File: src/rtl/approx_error_monitor_if.sv
// Sample stream and result bundle for approx_error_monitor.
// The sbias member exists only when ERR_BIAS_EN is defined.
interface approx_error_monitor_if #(
    parameter int DATA_W = 32,
    parameter int ACC_W  = 100,
    parameter int CNT_W  = 32
);
    logic                     start;
    logic                     stop;
    logic                     in_valid;
    logic signed [DATA_W-1:0] in_appx;
    logic signed [DATA_W-1:0] in_accr;
    logic                     busy;
    logic                     done;
    logic [CNT_W-1:0]         sample_cnt;
    logic [CNT_W-1:0]         err_cnt;
    logic [DATA_W:0]          max_ae;
    logic [ACC_W-1:0]         sae;
    logic [ACC_W-1:0]         sse;
    logic                     acc_ovf;
`ifdef ERR_BIAS_EN
    logic signed [ACC_W-1:0]  sbias;
`endif

    modport master (
        output start, stop, in_valid, in_appx, in_accr,
        input  busy, done, sample_cnt, err_cnt, max_ae, sae, sse, acc_ovf
`ifdef ERR_BIAS_EN
        , input sbias
`endif
    );

    modport slave (
        input  start, stop, in_valid, in_appx, in_accr,
        output busy, done, sample_cnt, err_cnt, max_ae, sae, sse, acc_ovf
`ifdef ERR_BIAS_EN
        , output sbias
`endif
    );
endinterface

File: src/rtl/approx_error_monitor.sv
// Streaming error-metric engine for approximate arithmetic units (count, errors, max/sum |AE|, sum AE^2).
// Define ERR_BIAS_EN to add the saturating signed bias accumulator sbias.
module approx_error_monitor #(
    parameter int DATA_W      = 32,
    parameter int ACC_W       = 100,
    parameter int CNT_W       = 32,
    parameter int NUM_SAMPLES = 0
) (
    input  logic                 Clk,
    input  logic                 Rst_n,
    approx_error_monitor_if.slave bus
);
    localparam int SQW = 2 * DATA_W + 2;
    localparam int SW  = ((ACC_W > SQW) ? ACC_W : SQW) + 1;
    localparam logic [SW-1:0] ACC_MAX = {{(SW - ACC_W){1'b0}}, {ACC_W{1'b1}}};

    typedef enum logic [1:0] {IDLE, RUN, DRAIN, DONE} state_t;

    state_t           state_q, state_d;
    logic             drain_q, drain_d;
    logic             s1_vld_q, s1_vld_d;
    logic [DATA_W:0]  diff_q, diff_d;
    logic             s2_vld_q, s2_vld_d;
    logic [DATA_W:0]  ae_q, ae_d;
    logic [SQW-1:0]   sq_q, sq_d;
    logic [CNT_W-1:0] sample_cnt_q, sample_cnt_d;
    logic [CNT_W-1:0] err_cnt_q, err_cnt_d;
    logic [DATA_W:0]  max_ae_q, max_ae_d;
    logic [ACC_W-1:0] sae_q, sae_d;
    logic [ACC_W-1:0] sse_q, sse_d;
    logic             ovf_q, ovf_d;

    logic             accept;
    logic             auto_stop;
    logic [DATA_W:0]  diff_in;
    logic [SW-1:0]    sae_sum;
    logic [SW-1:0]    sse_sum;

`ifdef ERR_BIAS_EN
    localparam logic signed [SW-1:0] SB_MAX = {{(SW - ACC_W + 1){1'b0}}, {(ACC_W - 1){1'b1}}};
    localparam logic signed [SW-1:0] SB_MIN = ~SB_MAX;
    logic [DATA_W:0]         diff2_q, diff2_d;
    logic signed [ACC_W-1:0] sbias_q, sbias_d;
    logic signed [SW-1:0]    sb_sum;

    assign sb_sum = SW'(sbias_q) + SW'($signed(diff2_q));
`endif

    // start has priority, so a sample presented with start is never taken
    assign accept    = (state_q == RUN) && bus.in_valid && !bus.start;
    assign auto_stop = (NUM_SAMPLES != 0) && accept &&
                       (sample_cnt_q == CNT_W'(NUM_SAMPLES - 1));
    assign diff_in   = {bus.in_appx[DATA_W-1], bus.in_appx} - {bus.in_accr[DATA_W-1], bus.in_accr};
    assign sae_sum   = SW'(sae_q) + SW'(ae_q);
    assign sse_sum   = SW'(sse_q) + SW'(sq_q);

    always_comb begin
        state_d = state_q;
        drain_d = 1'b0;
        if (bus.start) begin
            state_d = RUN;
        end else begin
            case (state_q)
                RUN:     if (bus.stop || auto_stop) state_d = DRAIN;
                DRAIN: begin
                    drain_d = 1'b1;
                    if (drain_q) begin
                        state_d = DONE;
                        drain_d = 1'b0;
                    end
                end
                default: ;
            endcase
        end
    end

    always_comb begin
        s1_vld_d = accept;
        diff_d   = accept ? diff_in : diff_q;
        s2_vld_d = s1_vld_q && !bus.start;
        ae_d     = ae_q;
        sq_d     = sq_q;
        if (s1_vld_q) begin
            ae_d = diff_q[DATA_W] ? (~diff_q + 1'b1) : diff_q;
            sq_d = SQW'(ae_d) * SQW'(ae_d);
        end
`ifdef ERR_BIAS_EN
        diff2_d = s1_vld_q ? diff_q : diff2_q;
`endif
    end

    always_comb begin
        sample_cnt_d = sample_cnt_q;
        err_cnt_d    = err_cnt_q;
        max_ae_d     = max_ae_q;
        sae_d        = sae_q;
        sse_d        = sse_q;
        ovf_d        = ovf_q;
`ifdef ERR_BIAS_EN
        sbias_d      = sbias_q;
`endif
        if (accept) begin
            if (&sample_cnt_q) ovf_d = 1'b1;
            else               sample_cnt_d = sample_cnt_q + 1'b1;
        end
        if (s2_vld_q) begin
            if (ae_q != '0) begin
                if (&err_cnt_q) ovf_d = 1'b1;
                else            err_cnt_d = err_cnt_q + 1'b1;
            end
            if (ae_q > max_ae_q) max_ae_d = ae_q;
            if (sae_sum > ACC_MAX) begin
                sae_d = '1;
                ovf_d = 1'b1;
            end else begin
                sae_d = sae_sum[ACC_W-1:0];
            end
            if (sse_sum > ACC_MAX) begin
                sse_d = '1;
                ovf_d = 1'b1;
            end else begin
                sse_d = sse_sum[ACC_W-1:0];
            end
`ifdef ERR_BIAS_EN
            if (sb_sum > SB_MAX) begin
                sbias_d = SB_MAX[ACC_W-1:0];
                ovf_d   = 1'b1;
            end else if (sb_sum < SB_MIN) begin
                sbias_d = SB_MIN[ACC_W-1:0];
                ovf_d   = 1'b1;
            end else begin
                sbias_d = sb_sum[ACC_W-1:0];
            end
`endif
        end
        if (bus.start) begin
            sample_cnt_d = '0;
            err_cnt_d    = '0;
            max_ae_d     = '0;
            sae_d        = '0;
            sse_d        = '0;
            ovf_d        = 1'b0;
`ifdef ERR_BIAS_EN
            sbias_d      = '0;
`endif
        end
    end

    always_ff @(posedge Clk) begin
        if (!Rst_n) begin
            state_q      <= IDLE;
            drain_q      <= 1'b0;
            s1_vld_q     <= 1'b0;
            diff_q       <= '0;
            s2_vld_q     <= 1'b0;
            ae_q         <= '0;
            sq_q         <= '0;
            sample_cnt_q <= '0;
            err_cnt_q    <= '0;
            max_ae_q     <= '0;
            sae_q        <= '0;
            sse_q        <= '0;
            ovf_q        <= 1'b0;
`ifdef ERR_BIAS_EN
            diff2_q      <= '0;
            sbias_q      <= '0;
`endif
        end else begin
            state_q      <= state_d;
            drain_q      <= drain_d;
            s1_vld_q     <= s1_vld_d;
            diff_q       <= diff_d;
            s2_vld_q     <= s2_vld_d;
            ae_q         <= ae_d;
            sq_q         <= sq_d;
            sample_cnt_q <= sample_cnt_d;
            err_cnt_q    <= err_cnt_d;
            max_ae_q     <= max_ae_d;
            sae_q        <= sae_d;
            sse_q        <= sse_d;
            ovf_q        <= ovf_d;
`ifdef ERR_BIAS_EN
            diff2_q      <= diff2_d;
            sbias_q      <= sbias_d;
`endif
        end
    end

    assign bus.busy       = (state_q == RUN) || (state_q == DRAIN);
    assign bus.done       = (state_q == DONE);
    assign bus.sample_cnt = sample_cnt_q;
    assign bus.err_cnt    = err_cnt_q;
    assign bus.max_ae     = max_ae_q;
    assign bus.sae        = sae_q;
    assign bus.sse        = sse_q;
    assign bus.acc_ovf    = ovf_q;
`ifdef ERR_BIAS_EN
    assign bus.sbias      = sbias_q;
`endif
endmodule
File: src/flat_wrapper.sv
// flat-port wrapper written by rule: the top's interface ports become plain ports
module approx_error_monitor_flat 
#(
    parameter int DATA_W      = 32,
    parameter int ACC_W       = 100,
    parameter int CNT_W       = 32,
    parameter int NUM_SAMPLES = 0
)
  (Clk, Rst_n, bus_start, bus_stop, bus_in_valid, bus_in_appx, bus_in_accr, bus_busy, bus_done, bus_sample_cnt, bus_err_cnt, bus_max_ae, bus_sae, bus_sse, bus_acc_ovf);
  approx_error_monitor_if #(.DATA_W(DATA_W), .ACC_W(ACC_W), .CNT_W(CNT_W)) bus_i ();
  input  logic Clk;
  input  logic Rst_n;
  input wire logic [$bits(bus_i.start)-1:0] bus_start;
  input wire logic [$bits(bus_i.stop)-1:0] bus_stop;
  input wire logic [$bits(bus_i.in_valid)-1:0] bus_in_valid;
  input wire logic [$bits(bus_i.in_appx)-1:0] bus_in_appx;
  input wire logic [$bits(bus_i.in_accr)-1:0] bus_in_accr;
  output wire logic [$bits(bus_i.busy)-1:0] bus_busy;
  output wire logic [$bits(bus_i.done)-1:0] bus_done;
  output wire logic [$bits(bus_i.sample_cnt)-1:0] bus_sample_cnt;
  output wire logic [$bits(bus_i.err_cnt)-1:0] bus_err_cnt;
  output wire logic [$bits(bus_i.max_ae)-1:0] bus_max_ae;
  output wire logic [$bits(bus_i.sae)-1:0] bus_sae;
  output wire logic [$bits(bus_i.sse)-1:0] bus_sse;
  output wire logic [$bits(bus_i.acc_ovf)-1:0] bus_acc_ovf;
  assign bus_i.start = bus_start;
  assign bus_i.stop = bus_stop;
  assign bus_i.in_valid = bus_in_valid;
  assign bus_i.in_appx = bus_in_appx;
  assign bus_i.in_accr = bus_in_accr;
  assign bus_busy = bus_i.busy;
  assign bus_done = bus_i.done;
  assign bus_sample_cnt = bus_i.sample_cnt;
  assign bus_err_cnt = bus_i.err_cnt;
  assign bus_max_ae = bus_i.max_ae;
  assign bus_sae = bus_i.sae;
  assign bus_sse = bus_i.sse;
  assign bus_acc_ovf = bus_i.acc_ovf;
  approx_error_monitor #(.DATA_W(DATA_W), .ACC_W(ACC_W), .CNT_W(CNT_W), .NUM_SAMPLES(NUM_SAMPLES)) u_core (.Clk(Clk), .Rst_n(Rst_n), .bus(bus_i));
endmodule
File: config.mk
export PLATFORM = sky130hd
export DESIGN_NAME = approx_error_monitor_flat
export DESIGN_NICKNAME = d
export VERILOG_FILES = /design/src/rtl/approx_error_monitor_if.sv /design/src/rtl/approx_error_monitor.sv /design/src/flat_wrapper.sv
export SDC_FILE = /design/constraint.sdc
export NUM_CORES = 2
export LEC_CHECK = 0
export ABC_AREA = 1
export CAP_MARGIN = 25
export CORE_MARGIN = 2
export CORE_UTILIZATION = 43
export CTS_CLUSTER_SIZE = 10
export DETAILED_ROUTE_END_ITERATION = 10
export PLACE_DENSITY_LB_ADDON = 0.08
export SLEW_MARGIN = 30
export SYNTH_ARGS = -nofsm -noshare
export SYNTH_HDL_FRONTEND = slang
export SYNTH_SLANG_ARGS = --single-unit
File: constraint.sdc
create_clock -name Clk -period 10.3 [get_ports Clk]
set_input_delay 2.575 -clock Clk [delete_from_list [all_inputs] [get_ports Clk]]
set_output_delay 2.575 -clock Clk [all_outputs]
set_load 0.01 [all_outputs]
==> metrics <==
DP HPWL approximately 230000 µm; Slew headroom between 30% and 40%; hold_buf cts 0; share of cells above drive strength 1 3.05%; Core Box Area 154000 µm²; post-route ant nets 0; Post-synth EDFFs 0; sequential area share after synthesis 13.1%; fin crit period about 9.5 ns; min-delay worst type flip-flop to flip-flop; final instance area 74400 µm²; period utilization 92.5%; multi-input gate area in the final layout 47900 µm²; Required @ worst endpoint 10.89 ns; Area after DPL roughly 72000 µm²; P&R area growth vs syn 12.3%; Worst Path Arrival 10.11 ns; Clock Skew 0.0867 ns; unrepaired setup endpoints after global routing false; Max Slew Vio Count 0; Congestion Overflow GR 0; Initial DRC Count 5312; Hold WS 0.426 ns; die height 397 µm; row cnt 144; initial core utilization 43.2%; # IOs 369; Top FF cell, synth dfxtp_1; Via density 5.24; Hold Violations, Final 0; Placer Congestion a little over 1; Final setup violation count 0; vias in the first global route 63019; CTS Sinks 433; Post-Syn Instances 9755; final core occ between 40 and 50%; Post-Route Setup TNS 0 ns; Layout Nets 11476; TritonCTS Buffers 59; Worst-path clk slew 0.06 ns; maxcap violations 0; Synth async-reset ratio 0%; most used cell, CP inv_1; first-pass GRT wire length ~410000 µm; pin count of the biggest net entering global routing about 220; Fillers roughly 16000; CTS tree done; Peak Freq 105 MHz; Unique masters post-synth 55; port bufs 368; Worst Path Max Fanout 8; wire per inst 22.7 µm; Worst setup EP type flip-flop; gr usage total a little over a third; Seq. cell area between 8000 and 9000 µm²; Worst setup SP type flip-flop; P_leak roughly 38 nW; Worst VDD drop 0.149 mV; worst skew pair latency 0.72 ns; die width approximately 400 µm; number of antenna violations at the first check in global routing 7; drt pass-1 iters 6; pwr dens 101 nW/µm²; synthesized cell area 66300 µm²; die area 157000 µm²; CP max stage delay 0.57 ns; Via Count 63891; flops & latches, synth between 400 and 500; Post-CTS Setup Bufs 0; WL final 276000 µm; CP Class flip-flop to flip-flop; root cell of the clock tree clkbuf_16; synthesized area per cell around 6.8 µm²; H-tree depth 2; slowest cell on the critical path fa_1; DRC violations left 0; worst slew pin tran 1.03 ns; run status complete, no violations; Ys Warns 0; post-CTS sizing 0; maximum clock path buffer count 3
[sequential cells by signal (all words and copies together) (netlist names)]
| register | count |
|---|---|
| u_core.bus.max_ae | 33 |
| u_core.bus.sae | 100 |
| u_core.s1_vld_q | 1 |
| u_core.bus.sample_cnt | 32 |
| u_core.state_q | 2 |
| u_core.s2_vld_q | 1 |
| u_core.bus.acc_ovf | 1 |
| u_core.drain_q | 1 |
| u_core.diff_q | 33 |
| u_core.ae_q | 32 |
| u_core.bus.sse | 100 |
| u_core.sq_q | 65 |
| u_core.bus.err_cnt | 32 |
[metrics by stage]
stage	std cells	setup WS [ns]	power (mW)
2_1_floorplan	9780	2.08	4.00
3_3_place_gp	12071	0.834	5.33
3_5_place_dp	12071	0.832	5.33
4_1_cts	12177	0.782	7.52
5_1_grt	12178	0.349	7.98
6_report	12182	0.773	7.50
[final cells by class]
type	count	share of cell area [%]
repair buffers	473	6.08
diodes	4	0.0134
clock inverters	20	0.331
flip-flops and latches	433	11.7
clock buffers	86	2.29
inverters	2343	11.8
well taps	2044	3.44
multi-input cells	6779	64.4
[cell families after synthesis]
logic type / count (synthesis) / share of synthesized area, %
AO/OA/AOI/OAI: 1055 / 8.51
XOR/XNOR: 199 / 2.64
adder cells (fa/ha/maj): 1318 / 34.9
buffers and inverters: 2568 / 14.8
flip-flops: 433 / 13.1
other: 2 / 0.0113
AND/OR/NAND/NOR: 4180 / 26.0
[cells in the final DEF (no fill, tap or decap), types with 11 or more instances in the layout]
master           instances
nand2_1               2124
a31oi_1                 37
xnor2_1                101
nor2_1                1260
clkbuf_1                14
nor4_1                  34
conb_1                  27
dfxtp_1                430
clkbuf_16               59
nand4_1                138
inv_1                 2310
a21o_1                  15
nand3b_1                39
o21bai_1                25
fa_1                   883
a21oi_1                447
o211ai_1                35
clkbuf_8                13
o21ai_0                453
nor3_1                 115
nand3_1                385
nor2_2                  11
or2_2                   12
xor2_1                  97
clkdlybuf4s50_1        367
nand2_2                 13
buf_4                  101
inv_2                   24
ha_1                   435
nand2_4                 13
[Yosys cell counts, types with 5 or more instances]
| cell | count | area share, % |
|---|---|---|
| a21boi_0 | 9 | 0.10 |
| a21o_1 | 15 | 0.17 |
| a21oi_1 | 447 | 3.4 |
| a31oi_1 | 37 | 0.35 |
| and2_1 | 5 | 0.047 |
| buf_1 | 8 | 0.045 |
| buf_2 | 54 | 0.41 |
| buf_4 | 9 | 0.10 |
| buf_6 | 8 | 0.14 |
| clkbuf_1 | 145 | 0.82 |
| clkinv_1 | 6 | 0.034 |
| dfxtp_1 | 433 | 13 |
| fa_1 | 883 | 27 |
| ha_1 | 435 | 8.2 |
| inv_1 | 2312 | 13 |
| inv_2 | 24 | 0.14 |
| nand2_1 | 2124 | 12 |
| nand2_2 | 13 | 0.12 |
| nand2_4 | 13 | 0.22 |
| nand3_1 | 386 | 2.9 |
| nand3b_1 | 39 | 0.44 |
| nand4_1 | 138 | 1.3 |
| nor2_1 | 1261 | 7.1 |
| nor2_2 | 11 | 0.10 |
| nor2_4 | 5 | 0.085 |
| nor3_1 | 115 | 0.87 |
| nor3_2 | 10 | 0.15 |
| nor4_1 | 35 | 0.33 |
| o211ai_1 | 35 | 0.40 |
| o21a_1 | 9 | 0.10 |
| o21ai_0 | 453 | 3.4 |
| o21ai_1 | 5 | 0.038 |
| o21ai_2 | 5 | 0.066 |
| o21bai_1 | 25 | 0.28 |
| o221ai_1 | 8 | 0.11 |
| or2_2 | 12 | 0.11 |
| xnor2_1 | 101 | 1.3 |
| xor2_1 | 97 | 1.3 |
[metal layers]
layer	part of all wire (%)	GRT usage (%)	routed length, µm
met1	43	46.8	118000
met2	46	56.7	126000
met3	7.0	4.60	19300
met4	4.4	13.0	12200
met5	0.0043	0	12
[where the power goes]
| group | internal [mW] | leakage, nW | switching [mW] | total, mW |
|---|---|---|---|---|
| sequential | 1.70 | 3.50 | 0.0414 | 1.74 |
| combinational | 1.18 | 33.7 | 2.43 | 3.61 |
| clock | 1.24 | 0.950 | 0.909 | 2.15 |
| total | 4.12 | 38.1 | 3.38 | 7.50 |
[worst paths after layout]
path | cells past startpoint | start | to | slack (ns)
worst max-delay path | 37 | u_core.diff_q[0]$_SDFFE_PN0P_ | u_core.sq_q[35]$_SDFFE_PN0P_ | 0.77
worst min-delay path | 1 | u_core.drain_q$_SDFF_PP0_ | u_core.drain_q$_SDFF_PP0_ | 0.43
worst max register to register | 37 | u_core.diff_q[0]$_SDFFE_PN0P_ | u_core.sq_q[35]$_SDFFE_PN0P_ | 0.77
worst min register to register | 1 | u_core.drain_q$_SDFF_PP0_ | u_core.drain_q$_SDFF_PP0_ | 0.43
[critical path, delay by kind of cell (launching register included)]
family	cells	cell delay [ns]
flops	1	0.45
compound gates	4	0.93
fa+ha+maj	10	4.76
buf+inv	11	1.27
simple gates	12	2.00
(Power assumes the default switching activity.)
